## src/rtl/hazard_pkg.sv

```systemverilog
// Shared types for the pipeline hazard controller: stage tags, forward selects, FSM states.
// Tag rd fields are TAG_AW wide so any RF_AW up to TAG_AW fits.
package hazard_pkg;

    localparam int unsigned TAG_AW = 8;

    typedef struct packed {
        logic              valid;
        logic [TAG_AW-1:0] rd;
        logic              we;
        logic              is_load;
        logic              mem_op;
    } stage_tag_t;

    typedef enum logic [1:0] {
        FWD_RF  = 2'b00,
        FWD_MEM = 2'b01,
        FWD_WB  = 2'b10
    } fwd_sel_e;

    typedef enum logic [0:0] {
        RUN      = 1'b0,
        MEM_WAIT = 1'b1
    } ctrl_state_e;

    // r0 is hardwired to zero, so it never creates a dependence.
    function automatic logic tag_match(input stage_tag_t t, input logic [TAG_AW-1:0] rs);
        return t.valid && t.we && (t.rd == rs) && (rs != '0);
    endfunction

endpackage

```

## src/rtl/fwd_unit.sv

```systemverilog
// Per-operand match/priority logic against the EX, MEM and WB shadow tags.
// HAZARD_FWD_EN selects forwarding; otherwise every EX/MEM dependence stalls.
module fwd_unit
    import hazard_pkg::*;
#(
    parameter int unsigned RF_AW = 5
) (
    input  logic [RF_AW-1:0] rs,
    input  stage_tag_t       ex_t,
    input  stage_tag_t       mem_t,
    input  stage_tag_t       wb_t,
    output fwd_sel_e         sel,
    output logic             hazard
);

    logic [TAG_AW-1:0] rs_ext;
    logic              ex_hit;
    logic              mem_hit;
    logic              unused_tag;

    assign rs_ext     = TAG_AW'(rs);
    assign ex_hit     = tag_match(ex_t, rs_ext);
    assign mem_hit    = tag_match(mem_t, rs_ext);
    assign unused_tag = ^{ex_t, mem_t, wb_t};

`ifdef HAZARD_FWD_EN
    logic wb_hit;

    assign wb_hit = tag_match(wb_t, rs_ext);

    always_comb begin
        hazard = ex_hit && ex_t.is_load;
        sel    = FWD_RF;
        if (mem_hit) begin
            sel = FWD_MEM;
        end else if (wb_hit) begin
            sel = FWD_WB;
        end
    end
`else
    // Write-before-read register file makes a WB match harmless.
    always_comb begin
        hazard = ex_hit || mem_hit;
        sel    = FWD_RF;
    end
`endif

endmodule

```

## src/rtl/hazard_ctrl.sv

```systemverilog
// Stall/flush/forward controller for the 5-stage core with a MEM-wait hold FSM.
// Build with HAZARD_FWD_EN for operand forwarding; without it dependences stall instead.
module hazard_ctrl
    import hazard_pkg::*;
#(
    parameter int unsigned RF_AW = 5
) (
    input  logic             clk,
    input  logic             rst,
    input  logic             id_valid,
    input  logic [RF_AW-1:0] id_rs1,
    input  logic [RF_AW-1:0] id_rs2,
    input  logic [RF_AW-1:0] id_rd,
    input  logic             id_rf_we,
    input  logic             id_is_load,
    input  logic             id_mem_op,
    input  logic             ex_br_taken,
    input  logic             dmem_ready,
    output logic             stall_if,
    output logic             stall_id,
    output logic             stall_all,
    output logic             flush_id,
    output logic             flush_ex,
    output logic [1:0]       fwd_sel1,
    output logic [1:0]       fwd_sel2,
    output logic [31:0]      stall_cnt
);

    ctrl_state_e state_q;
    ctrl_state_e state_d;
    stage_tag_t  ex_q;
    stage_tag_t  mem_q;
    stage_tag_t  wb_q;
    stage_tag_t  id_tag;
    fwd_sel_e    sel1;
    fwd_sel_e    sel2;
    logic        haz1;
    logic        haz2;
    logic [31:0] cnt_q;

    fwd_unit #(
        .RF_AW (RF_AW)
    ) u_fwd1 (
        .rs     (id_rs1),
        .ex_t   (ex_q),
        .mem_t  (mem_q),
        .wb_t   (wb_q),
        .sel    (sel1),
        .hazard (haz1)
    );

    fwd_unit #(
        .RF_AW (RF_AW)
    ) u_fwd2 (
        .rs     (id_rs2),
        .ex_t   (ex_q),
        .mem_t  (mem_q),
        .wb_t   (wb_q),
        .sel    (sel2),
        .hazard (haz2)
    );

    always_comb begin
        state_d   = state_q;
        stall_all = 1'b0;
        stall_if  = 1'b0;
        stall_id  = 1'b0;
        flush_id  = 1'b0;
        flush_ex  = 1'b0;
        case (state_q)
            RUN: begin
                if (mem_q.mem_op && !dmem_ready) begin
                    stall_all = 1'b1;
                    state_d   = MEM_WAIT;
                end
            end
            MEM_WAIT: begin
                if (dmem_ready) begin
                    state_d = RUN;
                end else begin
                    stall_all = 1'b1;
                end
            end
            default: state_d = RUN;
        endcase
        // A held branch is honoured on the first unfrozen cycle and beats load-use.
        if (!stall_all) begin
            if (ex_br_taken) begin
                flush_id = 1'b1;
                flush_ex = 1'b1;
            end else if (haz1 || haz2) begin
                stall_if = 1'b1;
                stall_id = 1'b1;
            end
        end
    end

    always_comb begin
        id_tag = '0;
        if (id_valid && !stall_id && !flush_ex) begin
            id_tag.valid   = 1'b1;
            id_tag.rd      = TAG_AW'(id_rd);
            id_tag.we      = id_rf_we;
            id_tag.is_load = id_is_load;
            id_tag.mem_op  = id_mem_op;
        end
    end

    always_ff @(posedge clk) begin
        if (rst) begin
            state_q <= RUN;
            ex_q    <= '0;
            mem_q   <= '0;
            wb_q    <= '0;
            cnt_q   <= '0;
        end else begin
            state_q <= state_d;
            if (!stall_all) begin
                ex_q  <= id_tag;
                mem_q <= ex_q;
                wb_q  <= mem_q;
            end
            if (stall_all || stall_id) begin
                cnt_q <= cnt_q + 32'd1;
            end
        end
    end

    assign fwd_sel1  = sel1;
    assign fwd_sel2  = sel2;
    assign stall_cnt = cnt_q;

endmodule
```

## config.mk

```make
export PLATFORM = sky130hd
export DESIGN_NAME = hazard_ctrl
export DESIGN_NICKNAME = d
export VERILOG_FILES = /design/src/rtl/hazard_pkg.sv /design/src/rtl/fwd_unit.sv /design/src/rtl/hazard_ctrl.sv
export SDC_FILE = /design/constraint.sdc
export NUM_CORES = 1
export LEC_CHECK = 0
export BUFFER_PORTS_ARGS = -buffer_cell sky130_fd_sc_hd__buf_2
export CORE_MARGIN = 2
export CORE_UTILIZATION = 51
export CTS_BUF_LIST = sky130_fd_sc_hd__clkbuf_2
export CTS_CLUSTER_DIAMETER = 60
export CTS_CLUSTER_SIZE = 30
export DETAILED_ROUTE_END_ITERATION = 12
export PLACE_DENSITY = 0.76
export SLEW_MARGIN = 20
export SYNTH_ARGS = -nofsm -noshare
export SYNTH_HDL_FRONTEND = slang
export SYNTH_SLANG_ARGS = --single-unit
```

## constraint.sdc

```tcl
create_clock -name clk -period 4.04 [get_ports clk]
set_input_delay 1.212 -clock clk [delete_from_list [all_inputs] [get_ports clk]]
set_output_delay 1.212 -clock clk [all_outputs]
set_load 0.03 [all_outputs]
```

; After elaboration in Yosys (flattened, before gate mapping)
; Cells that the tools add are included.
[classes]
addsub = 1
eq_ne = 4
muxes = 9
bitwise = 1
n_reduce_logical = 22
[op_table]
columns = cell, count
row1 = 32-bit by 1-bit adder with 32-bit output (second input constant), 1
row2 = 8-bit by 5-bit equality test with 1-bit output, 4
row3 = 8-bit nonzero test, 2
row4 = 1-bit logical AND, 13
row5 = 12-bit two-way mux, 1
row6 = 1-bit two-way mux, 7
row7 = 1-bit logical OR, 4
row8 = 1-bit zero test, 3
row9 = 1-bit one-hot mux with 2 select lines, 1
row10 = 1-bit inverter, 1
[word_totals]
regBits = 55
in_bits = 23
wordCells = 47

; Depth between registers and ports, before layout
; Gate-level depths: netlist of run 1.
[logic_depth]
ltp_word = 12
mapped_depth = 8

; Modules after synthesis
; Synthesis of run 1 repeated with hierarchy kept, for this count alone.
[unflattened]
cells_unflattened = 346
area_unflattened_um2 = 2927.8
[by_module_without_submodules]
columns = module, instances, cells_per_inst, area_per_inst_um2, seq_area_each_um2
row1 = hazard_ctrl, 1, 300, 2585.0, 1201.2
row2 = fwd_unit, 2, 23, 171.4, 0.0

; Worst setup path before layout of run 1
; Ideal clock, no wire load.
[synth_path]
path_type = input port to output port
start = input dmem_ready
end = output stall_if
arrival_ns = 2.948
required_time_ns = 2.828
slack_ns = -0.120
path_stages = 6
n_path_buf = 3
cell_sequence = or2_2 inv_1 clkbuf_1 clkbuf_1 nor2_1 buf_4
[synth_between]
elab_chain_cells = 5
elab_cells_between_ends = 6
[synth_lines]
columns = item, line_no
row1 = from (decl), hazard_ctrl.sv:18  ; input logic dmem_ready,
row2 = 1-bit zero test, hazard_ctrl.sv:72  ; if (mem_q.mem_op && !dmem_ready) begin
row3 = 1-bit logical AND, hazard_ctrl.sv:72
row4 = 1-bit two-way mux, hazard_ctrl.sv:72
row5 = 1-bit one-hot mux with 2 select lines (*), hazard_ctrl.sv:70  ; case (state_q)
row6 = net stall_all, hazard_ctrl.sv:21  ; output logic stall_all,
row7 = 1-bit two-way mux (*), --
row8 = to (decl), hazard_ctrl.sv:19  ; output logic stall_if,
; Mark *: on every way through the listed nets, which the timed path passes. The rest lies on a longest branch.

; Final worst setup path of run 1
[layout_path]
start = input id_rs2[1]
end = output stall_id
[layout_between]
elab_chain_cells = 8
elab_cells_between_ends = 12
[layout_lines]
columns = item, line_no
row1 = from (decl), hazard_ctrl.sv:12  ; input logic [RF_AW-1:0] id_rs2,
row2 = 8-bit by 5-bit equality test with 1-bit output, hazard_pkg.sv:28  ; return t.valid && t.we && (t.rd == rs) && (rs != '0);
row3 = 1-bit logical AND (2 in series), hazard_pkg.sv:28
row4 = 1-bit logical OR (*), fwd_unit.sv:43  ; hazard = ex_hit || mem_hit;
row5 = 1-bit logical OR (*), hazard_ctrl.sv:91  ; end else if (haz1 || haz2) begin
row6 = 1-bit two-way mux (*), hazard_ctrl.sv:91
row7 = 1-bit two-way mux (*), hazard_ctrl.sv:88  ; if (ex_br_taken) begin
row8 = 1-bit two-way mux (*), hazard_ctrl.sv:87  ; if (!stall_all) begin
row9 = to (decl), hazard_ctrl.sv:20  ; output logic stall_id,
; Every way passes the cells marked *; elsewhere a longest branch is shown, timed or not.

==> run metrics, run 1 <==
proportion of netlist area held by the largest area contributor=0.316; critical path type=input port to output port; start of the worst register-to-register path=stall_cnt[7]; cell count after synthesis=approximately 380; startpoint of the worst hold path=mem_q[0]; critical path startpoint=id_rs2[1]; Setup Skew=around 0.022 ns; time the worst path needs with I/O delays and setup=3.93 ns; reg-to-reg critical path endpoint=stall_cnt[26]; Die H=82.1 um; full die area=6730 um2; worst-case clock buffer depth=2; post_cts resized=0; global-route congestion overflow total=0; class of the tightest hold or removal check=register to register; largest family of logic cells by synthesized area=simple AND/OR/NAND/NOR gates; Hold Path Stages=2; total wire length after detailed routing=7040 um; iteration count of the initial detailed-routing pass=5; most common cell type on the critical path=sky130_fd_sc_hd__buf_2; HPWL after detailed placement=about 5100 um; starting density of the core=0.525; Core Area=between 5000 and 6000 um2; fraction of synthesized cell area in xor and xnor cells=0.0564; IR drop worst, VDD=roughly 0.00024 V; H-tree level count=2; Min Hold Slack=~0.48 ns; Cell Pwr Density=roughly 240 nW/um2; initial antenna violation count=0; final setup violation count=0; # Post-CTS Setup Buffers=0; most instantiated library cell after synthesis=sky130_fd_sc_hd__dfxtp_1; post-synth top area cell=sky130_fd_sc_hd__dfxtp_1; max_cap viols=0; CP Capture Type=output port; final estimated routing congestion in global placement=around 0.85; hold violation count in the final report=0; quantity of hold-fixing buffers added after cts=0; critical-path cell list=buf_2 -> or4_4 -> nor2_4 -> nor3_2 -> o41ai_2 -> nor2_2 -> buf_2; part of the Yosys area used for sequential elements=0.316; average instance area after synthesis=about 8.2 um2; run status=finished clean; number of buffers added by the clock tree synthesis step=5; average via count per standard cell=~5.8; actual transition at the worst max-transition pin=roughly 0.73 ns; die width=~82 um; TritonCTS Sinks=a little under 50; Global Route Usage Sum=0.220; Final Slew Violations=0; arrival time of data at the critical path endpoint=2.72 ns; achievable frequency=between 0.2 and 0.3 GHz; final std cell area, no fill=around 3400 um2; Root Driver=sky130_fd_sc_hd__clkbuf_2; final instance count without filler cells=501; share of the synthesized area in compound gates (AO/OA/AOI/OAI)=0.118; most frequent cells after synthesis=49 x sky130_fd_sc_hd__dfxtp_1, 47 x sky130_fd_sc_hd__nor2_1, 35 x sky130_fd_sc_hd__nand2_1; share of synthesized flip-flops with an asynchronous set or reset=0; startpoint types=input port; share of the clock period used by the worst path=0.974; clk slew on worst S/H paths=roughly 0.26 ns; cell family contributing the most delay on the critical path=simple AND/OR/NAND/NOR gates; Syn. warnings=0; Residual DRC=0; number of enable-type register cells in the synthesized netlist=0; buffer and inverter count on the worst path=2; Synth Cell Area=roughly 3100 um2; first-pass GRT wire length=11700 um; critical path peak fanout=3; instance area at placement=3390 um2; largest net degree at the start of global routing=44; most used flip-flop cell after synthesis=sky130_fd_sc_hd__dfxtp_1; count of input and output buffers=58; placed cell count=~490; Pleak=1.36 nW; vias=approximately 2.9k; leading cell types by total area after synthesis=sky130_fd_sc_hd__dfxtp_1 32%, sky130_fd_sc_hd__nor2_1 5.7%, sky130_fd_sc_hd__xnor2_1 5.6%, sky130_fd_sc_hd__mux2_2 5.4%, sky130_fd_sc_hd__nor2b_1 5.0%; ant diodes=0; Max stage delay cell, worst path=sky130_fd_sc_hd__or4_4; # nets final=~450; number of DRC markers after the initial detailed-route iteration=roughly 130; vias in the first global route=2534; Row Count=28; register bit count reported by yosys=between 40 and 50; Layout area overhead=10.6%; layout cells sized above 1=0.249; insertion delay of the later-clocked pin in the worst-skew pair=0.45 ns; worst reg-to-reg path cell count=6; TritonCTS clock tree=done; CP Data Required Time=approximately 2.8 ns; remaining number of nets flagged by the antenna check after routing=0; max_slew headroom=0.511; Worst Hold Endpoint=mem_q[0]; number of distinct library cells after synthesis=51; crit-path max cell delay=roughly 0.55 ns; RSZ-0062 raised after global routing=no; wire length per cell after detailed routing=approximately 14 um; share of cell area taken by muxes after synthesis=0.110; I/O pin cnt=64; register-to-register setup slack=roughly 1.3 ns; setup tns final=0 ns; area share of and/or/nand/nor cells after synthesis=0.331; Util after Layout=0.580; Adder-Cell Fraction of Synth Area=0.00403
[placed cells by master (no fill, tap or decap), types with 2 or more instances in the layout]
cell type	synthesis	layout
sky130_fd_sc_hd__mux2_2	15	15
sky130_fd_sc_hd__o21ai_1	5	5
sky130_fd_sc_hd__a32oi_1	7	7
sky130_fd_sc_hd__nor2_2	1	2
sky130_fd_sc_hd__or4_1	8	8
sky130_fd_sc_hd__o22ai_1	6	6
sky130_fd_sc_hd__mux2_4	2	2
sky130_fd_sc_hd__mux2i_1	3	3
sky130_fd_sc_hd__nor2_1	47	46
sky130_fd_sc_hd__or3_1	7	7
sky130_fd_sc_hd__nor4_1	2	2
sky130_fd_sc_hd__buf_4	6	8
sky130_fd_sc_hd__o41ai_1	8	8
sky130_fd_sc_hd__mux2_1	10	10
sky130_fd_sc_hd__nand2_1	35	35
sky130_fd_sc_hd__nor3_1	6	6
sky130_fd_sc_hd__o31ai_1	2	2
sky130_fd_sc_hd__buf_2	5	58
sky130_fd_sc_hd__o32ai_1	2	2
sky130_fd_sc_hd__nand3_1	23	23
sky130_fd_sc_hd__dfxtp_1	49	49
sky130_fd_sc_hd__clkbuf_2	0	5
sky130_fd_sc_hd__or2_2	3	3
sky130_fd_sc_hd__nor3_2	2	2
sky130_fd_sc_hd__nor3b_1	2	2
sky130_fd_sc_hd__a31oi_1	2	2
sky130_fd_sc_hd__nor2b_1	25	25
sky130_fd_sc_hd__a211oi_1	2	2
sky130_fd_sc_hd__inv_1	5	5
sky130_fd_sc_hd__a21oi_1	11	11
sky130_fd_sc_hd__a21oi_2	2	2
sky130_fd_sc_hd__and4_1	3	3
sky130_fd_sc_hd__xnor2_1	20	20
sky130_fd_sc_hd__and3_1	6	6
sky130_fd_sc_hd__conb_1	1	4
sky130_fd_sc_hd__nand4_1	14	14
[worst reg2reg max path, cell delays in order (launching register included)]
cell and delay [ns]:
sky130_fd_sc_hd__dfxtp_1 0.57, sky130_fd_sc_hd__nand4_2 0.22, sky130_fd_sc_hd__nor3_2 0.39, sky130_fd_sc_hd__nand2_1 0.34, sky130_fd_sc_hd__or4_1 0.59, sky130_fd_sc_hd__o32ai_1 0.17, sky130_fd_sc_hd__mux2_1 0.35
[per-stage QoR]
stage | total power [mW] | worst slack, ns
after floorplan | 0.577 | 0.00616
after global placement | 0.600 | 0.110
after detailed placement | 0.603 | 0.109
after CTS | 0.821 | 0.0952
after global routing | 0.852 | 0.00592
final | 0.811 | 0.106
[cells by family (layout without fill, tap and decap cells)]
family / after synthesis / in the layout
AND/OR/NAND/NOR: 192 / 192
multiplexers: 30 / 30
buffers and inverters: 37 / 79
other: 1 / 4
XOR/XNOR: 20 / 20
flip-flops: 49 / 49
AO/OA/AOI/OAI: 51 / 51
adder cells (fa/ha/maj): 1 / 1
[cell type report]
cell class / count / area [um2]
sequential: 49 / 981
clock buffer: 5 / 25.0
timing repair buffer: 66 / 350
multi-input combinational: 298 / 1940
clock inverter: 3 / 25.0
fill: 559 / 2480
tap: 75 / 93.8
inverter: 5 / 18.8
[how the worst max path moves through the flow]
stage | endpoint | cells after the start | slack [ns]
after CTS | stall_id | 7 | 0.1
after detailed placement | stall_id | 7 | 0.11
after global placement | stall_id | 7 | 0.11
after floorplan | stall_if | 7 | 0.006
final | stall_id | 7 | 0.11
after global routing | stall_if | 7 | 0.006
[registers in the layout (all words and copies together), names as in the netlist]
name / count
ex_q: 8
state_q: 1
mem_q: 8
stall_cnt: 32
[power by group]
part | switching, mW | internal [mW]
Combinational | 0.0567 | 0.0321
Clock | 0.172 | 0.0461
Sequential | 0.0122 | 0.493
[layer usage]
layer  GRT usage  vias up  part of all wire
met4      0.0700        0             0.011
met5           0        -                 0
met3      0.0396        9             0.051
met2       0.366       81              0.49
met1       0.287     1345              0.45
li1            -     1446                 -
Note: power is estimated with default switching activity, not from simulation.
==> run 2, diff against run 1 <==
--- a/config.mk
+++ b/config.mk
@@ -13,6 +13,7 @@
 export CTS_CLUSTER_SIZE = 30
 export DETAILED_ROUTE_END_ITERATION = 12
 export PLACE_DENSITY = 0.76
+export REMOVE_ABC_BUFFERS = 1
 export SLEW_MARGIN = 20
 export SYNTH_ARGS = -nofsm -noshare
 export SYNTH_HDL_FRONTEND = slang
==> run 2 against run 1 <==
- first-iteration DRC count up 19%
- die area stayed put
- largest power group unchanged
- clock skew down 0.00055 ns
- sequential power about the same
- sequential share of layout area decreased by 0.95 points
- fmax fell by 1.5%
- total power increased by 14%
- critical endpoint unchanged
- register-to-register slack barely moved
- combinational power increased by 4.4%
- clock-buffer cell count is the same
==> run metrics, run 2 (synthesis results as in run 1) <==
critical path type=input port to output port; average via count per standard cell=5.79 (+0.67%); layout cells sized above 1=0.257 (+0.00818); Die H=82.1 um (unchanged); number of DRC markers after the initial detailed-route iteration=160 (+19%); # nets final=451 (+0.45%); Min Hold Slack=0.472 ns (-0.00529 ns); iteration count of the initial detailed-routing pass=4 (-1); Global Route Usage Sum=0.223 (+0.00327); worst reg-to-reg path cell count=6 (unchanged); starting density of the core=0.525 (unchanged); final estimated routing congestion in global placement=0.799 (-5.9%); TritonCTS Sinks=49 (unchanged); run status=finished clean; Layout area overhead=14.4%; final std cell area, no fill=3550 um2 (+3.5%); max_cap viols=0 (unchanged); final setup violation count=0 (unchanged); arrival time of data at the critical path endpoint=2.78 ns (+0.06 ns); setup slack of the critical path after layout=0.0471 ns (-0.0589 ns); largest net degree at the start of global routing=57 (+30%); hold violation count in the final report=0 (unchanged); wire length per cell after detailed routing=14.5 um (+3.1%); H-tree level count=2 (unchanged); Residual DRC=0 (unchanged); startpoint of the worst hold path=mem_q[0]; instance area at placement=3400 um2 (+0.30%); class of the tightest hold or removal check=register to register; Cell Pwr Density=260 nW/um2 (+10%); number of buffers added by the clock tree synthesis step=5 (unchanged); startpoint types=input port; TritonCTS clock tree=done; achievable frequency=0.250 GHz (-1.5%); reg-to-reg critical path endpoint=stall_cnt[24]; time the worst path needs with I/O delays and setup=3.99 ns (+0.0589 ns); clk slew on worst S/H paths=0.25 ns (about the same); Setup Skew=0.0210 ns (-0.000549 ns); register-to-register setup slack=1.33 ns (about the same); Core Area=5920 um2 (unchanged); worst-case clock buffer depth=2 (unchanged); Root Driver=sky130_fd_sc_hd__clkbuf_2; Hold Path Stages=2 (unchanged); IR drop worst, VDD=0.000227 V (-4.2%); wire length the detailed router placed on met1=3330 um (+5.1%); CP Capture Type=output port; sum of met3 wire segment lengths after detailed routing=385 um (+6.4%); critical path peak fanout=3 (unchanged); share of the clock period used by the worst path=0.988 (+0.0146); ant diodes=0 (unchanged); setup tns final=0 ns (unchanged); total wire length after detailed routing=7280 um (+3.5%); CP Data Required Time=2.83 ns (about the same); leading cell types in the layout, fill and taps excluded=55 x sky130_fd_sc_hd__buf_2, 49 x sky130_fd_sc_hd__dfxtp_1, 47 x sky130_fd_sc_hd__nor2_1; Pleak=1.42 nW (+4.0%); final instance count without filler cells=503 (+0.40%); global-route congestion overflow total=0 (unchanged); Final Slew Violations=0 (unchanged); Worst Hold Endpoint=mem_q[0]; top layer in use=met4; die width=82.1 um (unchanged); initial antenna violation count=0 (unchanged); routed length on met2=3500 um (+2.2%); full die area=6730 um2 (unchanged); HPWL after detailed placement=5090 um (-0.68%); max FFs per register=32 (unchanged); vias in the first global route=2691 (+6.2%); count of input and output buffers=58 (unchanged); Row Count=28 (unchanged); vias=2912 (+1.1%); I/O pin cnt=64 (unchanged); post-route total power=925 uW (+14%); placed cell count=493 (unchanged); Util after Layout=0.600 (+0.0201); first-pass GRT wire length=11900 um (+2.0%); insertion delay of the later-clocked pin in the worst-skew pair=0.44 ns (about the same); start of the worst register-to-register path=stall_cnt[7]; remaining number of nets flagged by the antenna check after routing=0 (unchanged); minimum setup slack after placement=0.0365 ns (-0.0729 ns); most frequent standard cell in the layout excluding fill and tap cells=sky130_fd_sc_hd__buf_2
==> run 2: area by class of cell <==
type / instances / area [um2]
Inverter: 5 / 18.8
Fill cell: 556 / 2370
Sequential cell: 49 / 981
Clock inverter: 3 / 65.1
Clock buffer: 5 / 25.0
Tap cell: 75 / 93.8
Multi-Input combinational cell: 298 / 1980
Timing Repair Buffer: 68 / 389
==> run 2: worst max-delay path by stage <==
stage               slack (ns)       from       end  depth (start not counted)
detailed placement        0.04  id_rs2[1]  stall_if                          7
global route             -0.02  id_rs2[2]  stall_id                          7
finish                    0.05  id_rs2[2]  stall_id                          7
global placement           0.1  id_rs2[1]  stall_id                          7
floorplan                -0.54  id_rs1[1]  stall_id                          5
CTS                       0.04  id_rs2[1]  stall_if                          7
==> run 2: metal layers <==
layer  global-route usage  vias to the layer above
li1                     -                     1450
met1                0.286                     1375
met2                0.376                       79
met3               0.0440                        8
met4               0.0717                        0
met5                    0                        -
==> run 2: repair_timing <==
item / 4_1_cts / 5_1_grt
hold buffers: 0 / 0
hold endpoints to repair: 0 / 0
setup endpoints to repair: 0 / 2
resized for setup: 0 / 13
buffers inserted: 0 / 2
==> run 2: report_power, final <==
part,switching (mW),internal [mW]
clock,0.162,0.165
combinational,0.0589,0.0339
sequential,0.0127,0.492
==> run 2: worst max-delay path: stages <==
cell and delay [ns]:
sky130_fd_sc_hd__buf_2 0.13, sky130_fd_sc_hd__or4_4 0.53, sky130_fd_sc_hd__nor2_4 0.17, sky130_fd_sc_hd__nor3_4 0.06, sky130_fd_sc_hd__o41ai_4 0.38, sky130_fd_sc_hd__nor2_1 0.11
sky130_fd_sc_hd__buf_4 0.19
